### config.mk
export PLATFORM = sky130hd
export DESIGN_NAME = uart_tx_periph
export DESIGN_NICKNAME = d
export VERILOG_FILES = /design/src/rtl/uart_pkg.sv /design/src/rtl/uart_baud_gen.sv /design/src/rtl/uart_tx_periph.sv
export SDC_FILE = /design/constraint.sdc
export NUM_CORES = 1
export LEC_CHECK = 0
export CAP_MARGIN = 5
export CORE_MARGIN = 1.5
export CORE_UTILIZATION = 41
export CTS_BUF_LIST = sky130_fd_sc_hd__clkbuf_16
export DETAILED_ROUTE_END_ITERATION = 8
export PLACE_DENSITY = 0.8
export SLEW_MARGIN = 20
export SYNTH_ARGS = -nofsm -noshare
export SYNTH_HDL_FRONTEND = slang
export SYNTH_SLANG_ARGS = --single-unit
export TNS_END_PERCENT = 1
### constraint.sdc
create_clock -name clk -period 2.5 [get_ports clk]
set_clock_uncertainty 0.15 [all_clocks]
set_input_delay 0.25 -clock clk [delete_from_list [all_inputs] [get_ports clk]]
set_output_delay 0.25 -clock clk [all_outputs]
set_load 0.05 [all_outputs]
### src/rtl/uart_pkg.sv
// Shared constants for the memory-mapped UART transmitter.
// States, register offsets and CON bit positions.
package uart_pkg;

  localparam logic [2:0] ST_IDLE   = 3'd0;
  localparam logic [2:0] ST_START  = 3'd1;
  localparam logic [2:0] ST_DATA   = 3'd2;
  localparam logic [2:0] ST_PARITY = 3'd3;
  localparam logic [2:0] ST_STOP   = 3'd4;

  localparam logic [7:0] TXD_OFS = 8'h18;
  localparam logic [7:0] CON_OFS = 8'h20;

  localparam int CON_IE   = 0;
  localparam int CON_DONE = 2;
  localparam int CON_PAR  = 3;
  localparam int CON_BUSY = 4;

  function automatic logic even_par(input logic [7:0] d);
    return ^d;
  endfunction

endpackage

### src/rtl/uart_baud_gen.sv
// Bit-period timer: counts 0..DIV-1 while enabled and pulses tick_o
// on the last count; clr_i restarts the period from zero.
module uart_baud_gen #(
  parameter int DIV = 10417
) (
  input  logic clk_i,
  input  logic rst_ni,
  input  logic clr_i,
  input  logic en_i,
  output logic tick_o
);

  localparam int W = (DIV > 2) ? $clog2(DIV) : 1;
  localparam logic [W-1:0] LAST = W'(DIV - 1);

  logic [W-1:0] cnt_q, cnt_d;

  assign tick_o = en_i & ~clr_i & (cnt_q == LAST);

  always_comb begin
    cnt_d = cnt_q + 1'b1;
    if (clr_i || !en_i || tick_o)
      cnt_d = '0;
  end

  always_ff @(posedge clk_i) begin
    if (!rst_ni)
      cnt_q <= '0;
    else
      cnt_q <= cnt_d;
  end

endmodule

### src/rtl/uart_tx_periph.sv
// Memory-mapped UART transmitter (8N1, LSB first) with sticky done irq.
// Define UART_PARITY_EN to insert an even-parity bit before the stop bit.
module uart_tx_periph
  import uart_pkg::*;
#(
  parameter int         BAUD_DIV = 10417,
  parameter logic [7:0] BASE_TXD = TXD_OFS,
  parameter logic [7:0] BASE_CON = CON_OFS
) (
  input  logic        clk,
  input  logic        reset,
  input  logic        rd,
  input  logic        wr,
  input  logic [31:0] addr,
  input  logic [31:0] wdata,
  output logic [31:0] rdata,
  output logic        tx,
  output logic        irq
);

`ifdef UART_PARITY_EN
  localparam logic PAR_EN = 1'b1;
`else
  localparam logic PAR_EN = 1'b0;
`endif

  logic [2:0] state_q, state_d;
  logic [7:0] shift_q, shift_d;
  logic [7:0] data_q, data_d;
  logic [2:0] bit_q, bit_d;
  logic       tx_q, tx_d;
  logic       ie_q, ie_d;
  logic       done_q, done_d;

  logic txd_sel, con_sel, busy, accept, tick;
  logic [31:0] con_val;
  logic unused_bits;

  assign unused_bits = ^{addr[31:8], wdata[31:8]};

  assign txd_sel = (addr[7:0] == BASE_TXD);
  assign con_sel = (addr[7:0] == BASE_CON);
  assign busy    = (state_q != ST_IDLE);
  assign accept  = wr & txd_sel & ~busy;

  uart_baud_gen #(.DIV(BAUD_DIV)) u_baud (
    .clk_i  (clk),
    .rst_ni (reset),
    .clr_i  (accept),
    .en_i   (busy),
    .tick_o (tick)
  );

  always_comb begin
    state_d = state_q;
    shift_d = shift_q;
    data_d  = data_q;
    bit_d   = bit_q;
    tx_d    = tx_q;
    ie_d    = ie_q;
    done_d  = done_q;

    if (rd && con_sel)
      done_d = 1'b0;
    if (wr && con_sel)
      ie_d = wdata[0];

    unique case (state_q)
      ST_IDLE: begin
        if (accept) begin
          state_d = ST_START;
          tx_d    = 1'b0;
          shift_d = wdata[7:0];
          data_d  = wdata[7:0];
          bit_d   = 3'd0;
        end
      end
      ST_START: begin
        if (tick) begin
          state_d = ST_DATA;
          tx_d    = shift_q[0];
        end
      end
      ST_DATA: begin
        if (tick) begin
          if (bit_q == 3'd7) begin
`ifdef UART_PARITY_EN
            state_d = ST_PARITY;
            tx_d    = even_par(data_q);
`else
            state_d = ST_STOP;
            tx_d    = 1'b1;
`endif
          end else begin
            bit_d   = bit_q + 3'd1;
            shift_d = shift_q >> 1;
            tx_d    = shift_q[1];
          end
        end
      end
`ifdef UART_PARITY_EN
      ST_PARITY: begin
        if (tick) begin
          state_d = ST_STOP;
          tx_d    = 1'b1;
        end
      end
`endif
      ST_STOP: begin
        // set beats a same-cycle CON read clear
        if (tick) begin
          state_d = ST_IDLE;
          done_d  = 1'b1;
        end
      end
      default: begin
        state_d = ST_IDLE;
        tx_d    = 1'b1;
      end
    endcase
  end

  always_ff @(posedge clk) begin
    if (!reset) begin
      state_q <= ST_IDLE;
      shift_q <= 8'd0;
      data_q  <= 8'd0;
      bit_q   <= 3'd0;
      tx_q    <= 1'b1;
      ie_q    <= 1'b0;
      done_q  <= 1'b0;
    end else begin
      state_q <= state_d;
      shift_q <= shift_d;
      data_q  <= data_d;
      bit_q   <= bit_d;
      tx_q    <= tx_d;
      ie_q    <= ie_d;
      done_q  <= done_d;
    end
  end

  always_comb begin
    con_val           = 32'd0;
    con_val[CON_IE]   = ie_q;
    con_val[CON_DONE] = done_q;
    con_val[CON_PAR]  = PAR_EN;
    con_val[CON_BUSY] = busy;
  end

  always_comb begin
    rdata = 32'd0;
    if (rd && txd_sel)
      rdata = {24'd0, data_q};
    else if (rd && con_sel)
      rdata = con_val;
  end

  assign tx  = tx_q;
  assign irq = done_q & ie_q;

endmodule

==> results.sh, run 1 <==
export IMPL_gp_congestion=0.789
export IMPL_vias=1775
export IMPL_yosys_warnings=0
export IMPL_hp_class="register to register"
export IMPL_vias_per_cell=4.99
export IMPL_grt_pass1_wl_mm=7.20
export IMPL_peakVddDrop_mv=0.526
export IMPL_slew_viol_final=0
export IMPL_final_setup_viol_count=0
export IMPL_start_util=0.422
export IMPL_finalHoldViolations=0
export IMPL_synthCells=252
export IMPL_syn_avg_cell_area_um2=8.51
export IMPL_ant_nets=0
export IMPL_gr_usage_all_layers=0.166
export IMPL_worstMarginPinSlew_ns=0.544
export IMPL_critPathMaxFanout=8
export IMPL_cap_violations=0
export IMPL_drt_iter0_markers=104
export IMPL_required_ns=2.10
export IMPL_coreArea_um2=5070
export IMPL_pre_cts_ws_ns=-0.0184
export IMPL_synth_flop_cell="dfxtp_1"
export IMPL_endpoint_kind="primary output"
export IMPL_setup_ws_ns=0.227
export IMPL_rsz0062_at_grt="false"
export IMPL_grt_antenna_before_repair=0
export IMPL_worstPathArrival_ns=1.87
export IMPL_ys_seq_area_frac=0.364
export IMPL_async_flop_share=0
export IMPL_post_cts_buffers=0
export IMPL_synthTopCellsByArea="dfxtp_1, buf_4, nor2_1, a21boi_0, nand3_1"
export IMPL_ios=102
export IMPL_fin_util=0.525
export IMPL_clkTransAtPathRegs_ns=0.06
export IMPL_yosysTopAreaCell="dfxtp_1"
export IMPL_start_kind="input port"
export IMPL_p_leak_nw=0.988
export IMPL_portBuffers=29
export IMPL_grt_start_max_net_pins=22
export IMPL_die_h_um=75.3
export IMPL_wirelength_mm=4.45
export IMPL_grt_pass1_vias=1604
export IMPL_nNetsFinal=357
export IMPL_cts_resized=0
export IMPL_synth_edf_count=0
export IMPL_fin_crit_sh=0.909
export IMPL_dieArea_um2=5670
export IMPL_root_buffer="clkbuf_16"
export IMPL_die_w_um=75.3
export IMPL_h_tree_depth=2
export IMPL_path_class="input port to primary output"
export IMPL_postCtsHoldBufs=0
export IMPL_powerDensity_nw_per_um2=509
export IMPL_drt_pass1_iter_count=4
export IMPL_min_period_ns=2.27
export IMPL_drc_errors=0
export IMPL_ys_seq_elements=39
export IMPL_layout_drive_gt1_share=0.119
export IMPL_cts_buffers=5
export IMPL_synth_area_um2=2140
export IMPL_fillCellCount=493
export IMPL_fmaxAchievable_mhz=440
export IMPL_slew_headroom=0.637
export IMPL_num_rows=26
export IMPL_clockBufferDepth=2
export IMPL_insertedDiodeCount=0
export IMPL_globalRoute_totalOverflow=0
export IMPL_yosysUniqueCellTypes=45
export IMPL_cts_tree="yes"
export IMPL_wl_per_cell_um=12.5
export IMPL_status="completed"
export IMPL_cts_sinks=39
export IMPL_area_growth_synth_to_final_pct=24.3
export IMPL_dp_hpwl_mm=3.24
export IMPL_synth_top_cell_area_share=0.364
export IMPL_clock_latency_ns=0.28
-- critical path, cell delays in order --
cell and delay [ns]:
clkdlybuf4s50_1 0.45, nor3_1 0.25, nand3_1 0.10, nor2_1 0.39, a22o_1 0.28, buf_12 0.15
-- metal layers --
layer,GRT usage,vias to the layer above,share of wire
li1,-,901,-
met1,0.211,820,0.46
met2,0.272,48,0.47
met3,0.0503,6,0.052
met4,0.0536,0,0.014
met5,0,-,0
-- synth_stat cells, drive strengths merged, types with 5 or more instances --
master and n:
and2 6, nand2 18, a21boi 13, clkbuf 8, xor2 6, dfxtp 39
nand3 14, xnor2 5, o221a 7, a21oi 6, buf 26, nor2 39
-- registers in the layout (all words and copies together) (netlist names) --
name,flops
u_baud.cnt_q,14
bit_q,3
data_q,8
tx,1
ie_q,1
shift_q,8
done_q,1
state_q,3
-- cell type report --
type	count	area, um2	share of cell area
multi-input cells	198	1210	0.456
flip-flops and latches	39	781	0.293
repair buffers	37	430	0.162
clock buffers	5	125	0.0470
well taps	70	87.6	0.0329
inverters	4	15.0	0.00564
clock inverters	3	11.3	0.00423
-- kinds of logic (layout without fill, tap and decap cells) --
| kind of cell | count (synthesis) | count (layout) | synth area share |
|---|---|---|---|
| DFF | 39 | 39 | 0.364 |
| adders and majority gates | 4 | 4 | 0.0234 |
| xor gates and xnor gates | 11 | 11 | 0.0449 |
| AOI/OAI and AO/OA | 40 | 40 | 0.152 |
| and+or+nand+nor | 117 | 117 | 0.294 |
| other | 1 | 24 | 0.00175 |
| muxes | 2 | 2 | 0.00934 |
| buffers and inverters | 38 | 49 | 0.110 |
-- layout by cell type, fill, tap and decap left out, types with 8 or more instances in the layout --
master,Yosys,layout
nor2_1,39,39
dfxtp_1,39,39
conb_1,1,24
clkdlybuf4s50_1,0,21
nand2_1,18,18
nand3_1,14,14
a21boi_0,13,13
buf_12,0,8
buf_4,24,8
-- path summary, 6_finish.rpt --
check / start / end / slack, ns / cells past startpoint
hold / removal: data_q[6]$_SDFFE_PN0P_ / data_q[6]$_SDFFE_PN0P_ / 0.31 / 2
setup reg to reg: state_q[1]$_SDFFE_PN0P_ / shift_q[6]$_SDFFE_PN0P_ / 0.37 / 4
setup / recovery: addr[0] / rdata[4] / 0.23 / 6
hold reg to reg: data_q[6]$_SDFFE_PN0P_ / data_q[6]$_SDFFE_PN0P_ / 0.31 / 2
-- per-stage QoR --
stage	cells	TNS, ns	instance area [um2]	power, W	hold WS (ns)
final	356	0	2660	0.00136	0.306
after global placement	348	-0.0887	2530	0.000776	0.287
after detailed placement	348	-0.0245	2530	0.000776	0.305
after global routing	356	0	2660	0.00140	0.324
after CTS	356	0	2660	0.00137	0.311
after floorplan	275	0	2230	0.000764	0.230
-- power by group --
part / switching (W) / internal, W / total, W
clock network: 0.000232 / 0.000358 / 0.000591
logic: 0.000103 / 0.0000386 / 0.000142
registers: 0.000000342 / 0.000622 / 0.000623
Power figures use the tool's default switching activity.
==> run 2, diff against run 1 <==
clock period = 2.1 ns   (was 2.5 ns; I/O delays follow)
==> run 2 against run 1 <==
First-iteration DRC count down 6.7%; cell area up 5.4%; sequential share of layout area fell by 1.5 points; die area unchanged; routed wire length is 11% higher; register-to-register slack got worse by 0.23 ns; via count grew 7.6%; non-clock buffer count rose by 14; critical path depth down 1; core utilization up 2.8 points; critical endpoint is now shift_q[2]$_SDFFE_PN0P_; largest cell class unchanged; largest power group is now clock.
==> results.sh, run 2 (synthesis gave the netlist of run 1 again) <==
export IMPL_num_rows=26
export IMPL_slew_headroom=0.618
export IMPL_endpoint_kind="register"
export IMPL_min_period_ns=2.02
export IMPL_critPathTopFamily="simple AND/OR/NAND/NOR gates"
export IMPL_globalRoute_totalOverflow=0
export IMPL_drt_pass1_iter_count=4
export IMPL_clkTransAtPathRegs_ns=0.06
export IMPL_cts_sinks=39
export IMPL_start_kind="input port"
export IMPL_grt_start_max_net_pins=15
export IMPL_dieArea_um2=5670
export IMPL_hp_class="register to register"
export IMPL_clock_latency_ns=0.28
export IMPL_vias=1910
export IMPL_clockBufferDepth=2
export IMPL_die_h_um=75.3
export IMPL_drc_errors=0
export IMPL_layout_drive_gt1_share=0.173
export IMPL_worst_path_buf_inv=1
export IMPL_fmaxAchievable_mhz=495
export IMPL_status="completed"
export IMPL_slowest_delay_ns=0.53
export IMPL_required_ns=2.18
export IMPL_layout_common_cells="nor2_1, dfxtp_1, conb_1"
export IMPL_path_class="input port to register"
export IMPL_insertedDiodeCount=0
export IMPL_h_tree_depth=2
export IMPL_path_cells="dlygate4sd2_1 -> or4b_4 -> or4_4 -> o32ai_4 -> o221a_2"
export IMPL_start_util=0.422
export IMPL_fillCellCount=471
export IMPL_cts_buffers=5
export IMPL_reg_top3="u_baud.cnt_q (14), data_q (8), shift_q (8)"
export IMPL_cts_tree="yes"
export IMPL_dp_hpwl_mm=3.51
export IMPL_area_growth_synth_to_final_pct=31.0
export IMPL_grt_antenna_before_repair=0
export IMPL_fin_crit_sh=0.962
export IMPL_gp_congestion=0.828
export IMPL_dpl_instance_area_um2=2630
export IMPL_worstMarginPinSlew_ns=0.573
export IMPL_wl_per_cell_um=13.4
export IMPL_pre_cts_ws_ns=-0.345
export IMPL_largest_register="u_baud.cnt_q"
export IMPL_wirelength_mm=4.94
export IMPL_postCtsHoldBufs=0
export IMPL_slew_viol_final=0
export IMPL_nNetsFinal=371
export IMPL_grt_pass1_vias=1726
export IMPL_rsz0062_at_grt="false"
export IMPL_peakVddDrop_mv=0.422
export IMPL_timing_setup_tns_ns=0
export IMPL_cap_violations=0
export IMPL_worstPathArrival_ns=2.10
export IMPL_portBuffers=29
export IMPL_placed_cells=361
export IMPL_final_setup_viol_count=0
export IMPL_critPathMaxFanout=7
export IMPL_drt_iter0_markers=97
export IMPL_final_cells=370
export IMPL_setup_ws_ns=0.0793
export IMPL_ios=102
export IMPL_coreArea_um2=5070
export IMPL_fin_area_um2=2810
export IMPL_gr_usage_all_layers=0.178
export IMPL_powerDensity_nw_per_um2=628
export IMPL_cp_slowest_cell="or4b_4"
export IMPL_ant_nets=0
export IMPL_power_total_w=0.00176
export IMPL_vias_per_cell=5.16
export IMPL_finalHoldViolations=0
export IMPL_root_buffer="clkbuf_16"
export IMPL_grt_pass1_wl_mm=7.75
export IMPL_p_leak_nw=1.08
export IMPL_largest_reg_flops=14
export IMPL_die_w_um=75.3
==> run 2: cell types whose count changed in the layout (fill, tap and decap cells not counted) <==
cell,delta
clkinv_1,-1
inv_1,-1
a22oi_2,+1
clkdlybuf4s50_1,-4
clkinv_2,+1
nor3_1,-1
a22oi_1,-1
buf_4,+14
nor3_4,+1
dlygate4sd2_1,+4
bufinv_16,+1
==> run 2: per-stage QoR <==
stage,hold slack (ns),utilization
after CTS,0.317,0.550
after global routing,0.330,0.553
after global placement,0.288,0.517
final,0.312,0.553
after floorplan,0.190,-
after detailed placement,0.309,0.517
==> run 2: worst paths after layout <==
path / endpoint / slack (ns) / cells past startpoint / start
setup / recovery: shift_q[2]$_SDFFE_PN0P_ / 0.08 / 5 / addr[7]
setup reg to reg: shift_q[2]$_SDFFE_PN0P_ / 0.14 / 6 / u_baud.cnt_q[0]$_SDFF_PP0_
hold / removal: data_q[1]$_SDFFE_PN0P_ / 0.31 / 2 / data_q[1]$_SDFFE_PN0P_
hold reg to reg: data_q[1]$_SDFFE_PN0P_ / 0.31 / 2 / data_q[1]$_SDFFE_PN0P_
==> run 2: final cells by class <==
type / instances / area (um2) / area share
timing repair buffer: 51 / 531 / 0.189
clock buffer: 5 / 125 / 0.0446
multi-input combinational: 198 / 1230 / 0.438
sequential: 39 / 781 / 0.278
inverter: 4 / 15.0 / 0.00535
clock inverter: 3 / 38.8 / 0.0138
tap: 70 / 87.6 / 0.0312
==> run 2: timing repair <==
| action | CTS | global route |
|---|---|---|
| setup endpoints to repair | 11 | 16 |
| gates resized for setup | 4 | 3 |
| pin swaps | 5 | 5 |
| buffers inserted | 1 | 0 |
| endpoints found under the hold margin | 0 | 0 |
| gates cloned | 0 | 0 |
==> run 2: routing by layer <==
layer | vias to the layer above | track usage | share of wire
li1 | 936 | - | -
met3 | 8 | 0.0370 | 0.055
met1 | 890 | 0.218 | 0.43
met5 | - | 0 | 0
met2 | 76 | 0.314 | 0.51
met4 | 0 | 0.0575 | 0.013
==> run 2: tightest hold or removal path, delay by kind of cell, from the launching register on <==
| family | cells | cell delay, ns |
|---|---|---|
| flip-flops | 1 | 0.30 |
| AND/OR/NAND/NOR | 1 | 0.05 |
| AO/OA/AOI/OAI | 1 | 0.06 |
==> run 2: report_power, final <==
group	leakage [nW]	total (W)	internal, W	switching, W
logic	0.683	0.000174	0.0000487	0.000125
clock network	0.0812	0.000848	0.000554	0.000295
registers	0.314	0.000741	0.000741	0.000000452
==> run 3, diff against run 2 <==
CORE_MARGIN = 2   (was 1.5)
CORE_UTILIZATION = 30   (was 41)
PLACE_DENSITY = unset   (was 0.8)
==> run 3 against run 2 <==
Sequential cell count unchanged; via count decreased by 5.5%; combinational power about the same; maximum frequency decreased by 1.1%; cell count increased by 8.1%; worst hold slack got worse by 0.0012 ns; critical path depth unchanged; routed wire length decreased by 8.0%; clock power increased by 13%; critical path type unchanged; highest routed layer unchanged.
==> results.sh, run 3 (synthesis gave the netlist of run 1 again) <==
export IMPL_status="completed"
export IMPL_drc_errors=0
export IMPL_coreArea_um2=6870
export IMPL_area_growth_synth_to_final_pct=35.6
export IMPL_cts_sinks=39
export IMPL_gp_congestion=0.827
export IMPL_hold_depth=2
export IMPL_ant_nets=0
export IMPL_clockBufferDepth=2
export IMPL_dieArea_um2=7840
export IMPL_powerDensity_nw_per_um2=645
export IMPL_cap_violations=0
export IMPL_hp_class="register to register"
export IMPL_cts_buffers=5
export IMPL_grt_pass1_wl_mm=7.66
export IMPL_gr_usage_all_layers=0.123
export IMPL_layout_common_cells="nor2_1, dfxtp_1, buf_4"
export IMPL_clock_latency_ns=0.28
export IMPL_critPathTopFamily="simple AND/OR/NAND/NOR gates"
export IMPL_rsz0062_at_grt="true"
export IMPL_finalHoldViolations=0
export IMPL_min_period_ns=2.04
export IMPL_critPathMaxFanout=7
export IMPL_cp_slowest_cell="or4b_4"
export IMPL_worstMarginPinSlew_ns=0.521
export IMPL_grt_start_max_net_pins=15
export IMPL_placed_cells=391
export IMPL_endpoint_kind="register"
export IMPL_worstPathArrival_ns=2.11
export IMPL_globalRoute_totalOverflow=0
export IMPL_required_ns=2.17
export IMPL_root_buffer="clkbuf_16"
export IMPL_die_w_um=88.5
export IMPL_final_cells=400
export IMPL_drt_iter0_markers=129
export IMPL_r2r_worst_path_cells=5
export IMPL_grt_pass1_vias=1705
export IMPL_vias=1805
export IMPL_timing_hold_ws_ns=0.311
export IMPL_fmaxAchievable_mhz=489
export IMPL_layout_drive_gt1_share=0.184
export IMPL_r2r_slack_ns=0.17
export IMPL_largest_reg_flops=14
export IMPL_slowest_delay_ns=0.53
export IMPL_fin_crit_sh=0.973
export IMPL_path_cells="dlygate4sd2_1 -> or4b_4 -> or4_4 -> o32ai_4 -> o221a_2"
export IMPL_nNetsFinal=375
export IMPL_grt_antenna_before_repair=0
export IMPL_portBuffers=29
export IMPL_slew_headroom=0.653
export IMPL_insertedDiodeCount=0
export IMPL_p_leak_nw=1.14
export IMPL_ios=102
export IMPL_fillCellCount=683
export IMPL_dp_hpwl_mm=3.45
export IMPL_reg_top3="u_baud.cnt_q (14), data_q (8), shift_q (8)"
export IMPL_wl_per_cell_um=11.4
export IMPL_worst_path_buf_inv=1
export IMPL_wirelength_mm=4.55
export IMPL_clkTransAtPathRegs_ns=0.06
export IMPL_start_kind="input port"
export IMPL_start_util=0.312
export IMPL_num_rows=30
export IMPL_dpl_instance_area_um2=2690
export IMPL_drt_pass1_iter_count=4
export IMPL_vias_per_cell=4.51
export IMPL_final_setup_viol_count=0
export IMPL_fin_area_um2=2910
export IMPL_slew_viol_final=0
export IMPL_cts_tree="yes"
export IMPL_path_class="input port to register"
export IMPL_h_tree_depth=2
export IMPL_largest_register="u_baud.cnt_q"
export IMPL_die_h_um=88.5
export IMPL_path_depth=5
export IMPL_peakVddDrop_mv=0.285
==> run 3: stage by stage <==
stage / setup WS, ns / total power [W] / TNS (ns) / util
after floorplan: 0.0490 / 0.000910 / 0 / -
after global placement: -0.338 / 0.000934 / -5.81 / 0.391
after detailed placement: -0.330 / 0.000933 / -5.76 / 0.391
after CTS: 0.0133 / 0.00189 / 0 / 0.418
after global routing: -0.00732 / 0.00194 / -0.0201 / 0.423
final: 0.0567 / 0.00187 / 0 / 0.423
==> run 3: area by class of cell <==
class                      instances  area (um2)  share of cell area
inverter                           4        15.0             0.00517
tap                               96         120              0.0413
sequential                        39         781               0.269
clock buffer                       5         125              0.0430
multi-input combinational        198        1230               0.424
timing repair buffer              55         568               0.195
clock inverter                     3        63.8              0.0220
==> run 3: timing repair <==
item / CTS / global route
cloned: 0 / 0
resized for setup: 4 / 6
pin swaps: 4 / 6
hold buffers: 0 / 0
endpoints found under the setup margin: 11 / 15
buffers inserted: 0 / 1
==> run 3: final timing paths <==
| kind | start | endpoint |
|---|---|---|
| hold / removal | data_q[5]$_SDFFE_PN0P_ | data_q[5]$_SDFFE_PN0P_ |
| setup reg to reg | state_q[1]$_SDFFE_PN0P_ | shift_q[5]$_SDFFE_PN0P_ |
| setup / recovery | addr[7] | shift_q[5]$_SDFFE_PN0P_ |
| hold reg to reg | data_q[5]$_SDFFE_PN0P_ | data_q[5]$_SDFFE_PN0P_ |
==> run 3: per-layer routing <==
layer | part of all wire | global-route usage | wire, um
met5 | 0 | 0 | 0
met4 | 0.0066 | 0.0331 | 30
met3 | 0.058 | 0.0271 | 264
met2 | 0.47 | 0.199 | 2140
met1 | 0.47 | 0.165 | 2110
==> run 3: where the power goes <==
part | leakage, nW | switching [W] | internal, W
Sequential | 0.314 | 0.000000430 | 0.000741
Combinational | 0.736 | 0.000126 | 0.0000511
Clock | 0.0952 | 0.000280 | 0.000676
==> run 3: tightest hold or removal path, delay by kind of cell, from the launching register on <==
| family | cells | cell delay, ns |
|---|---|---|
| flops | 1 | 0.30 |
| compound gates | 1 | 0.06 |
| simple gates | 1 | 0.05 |
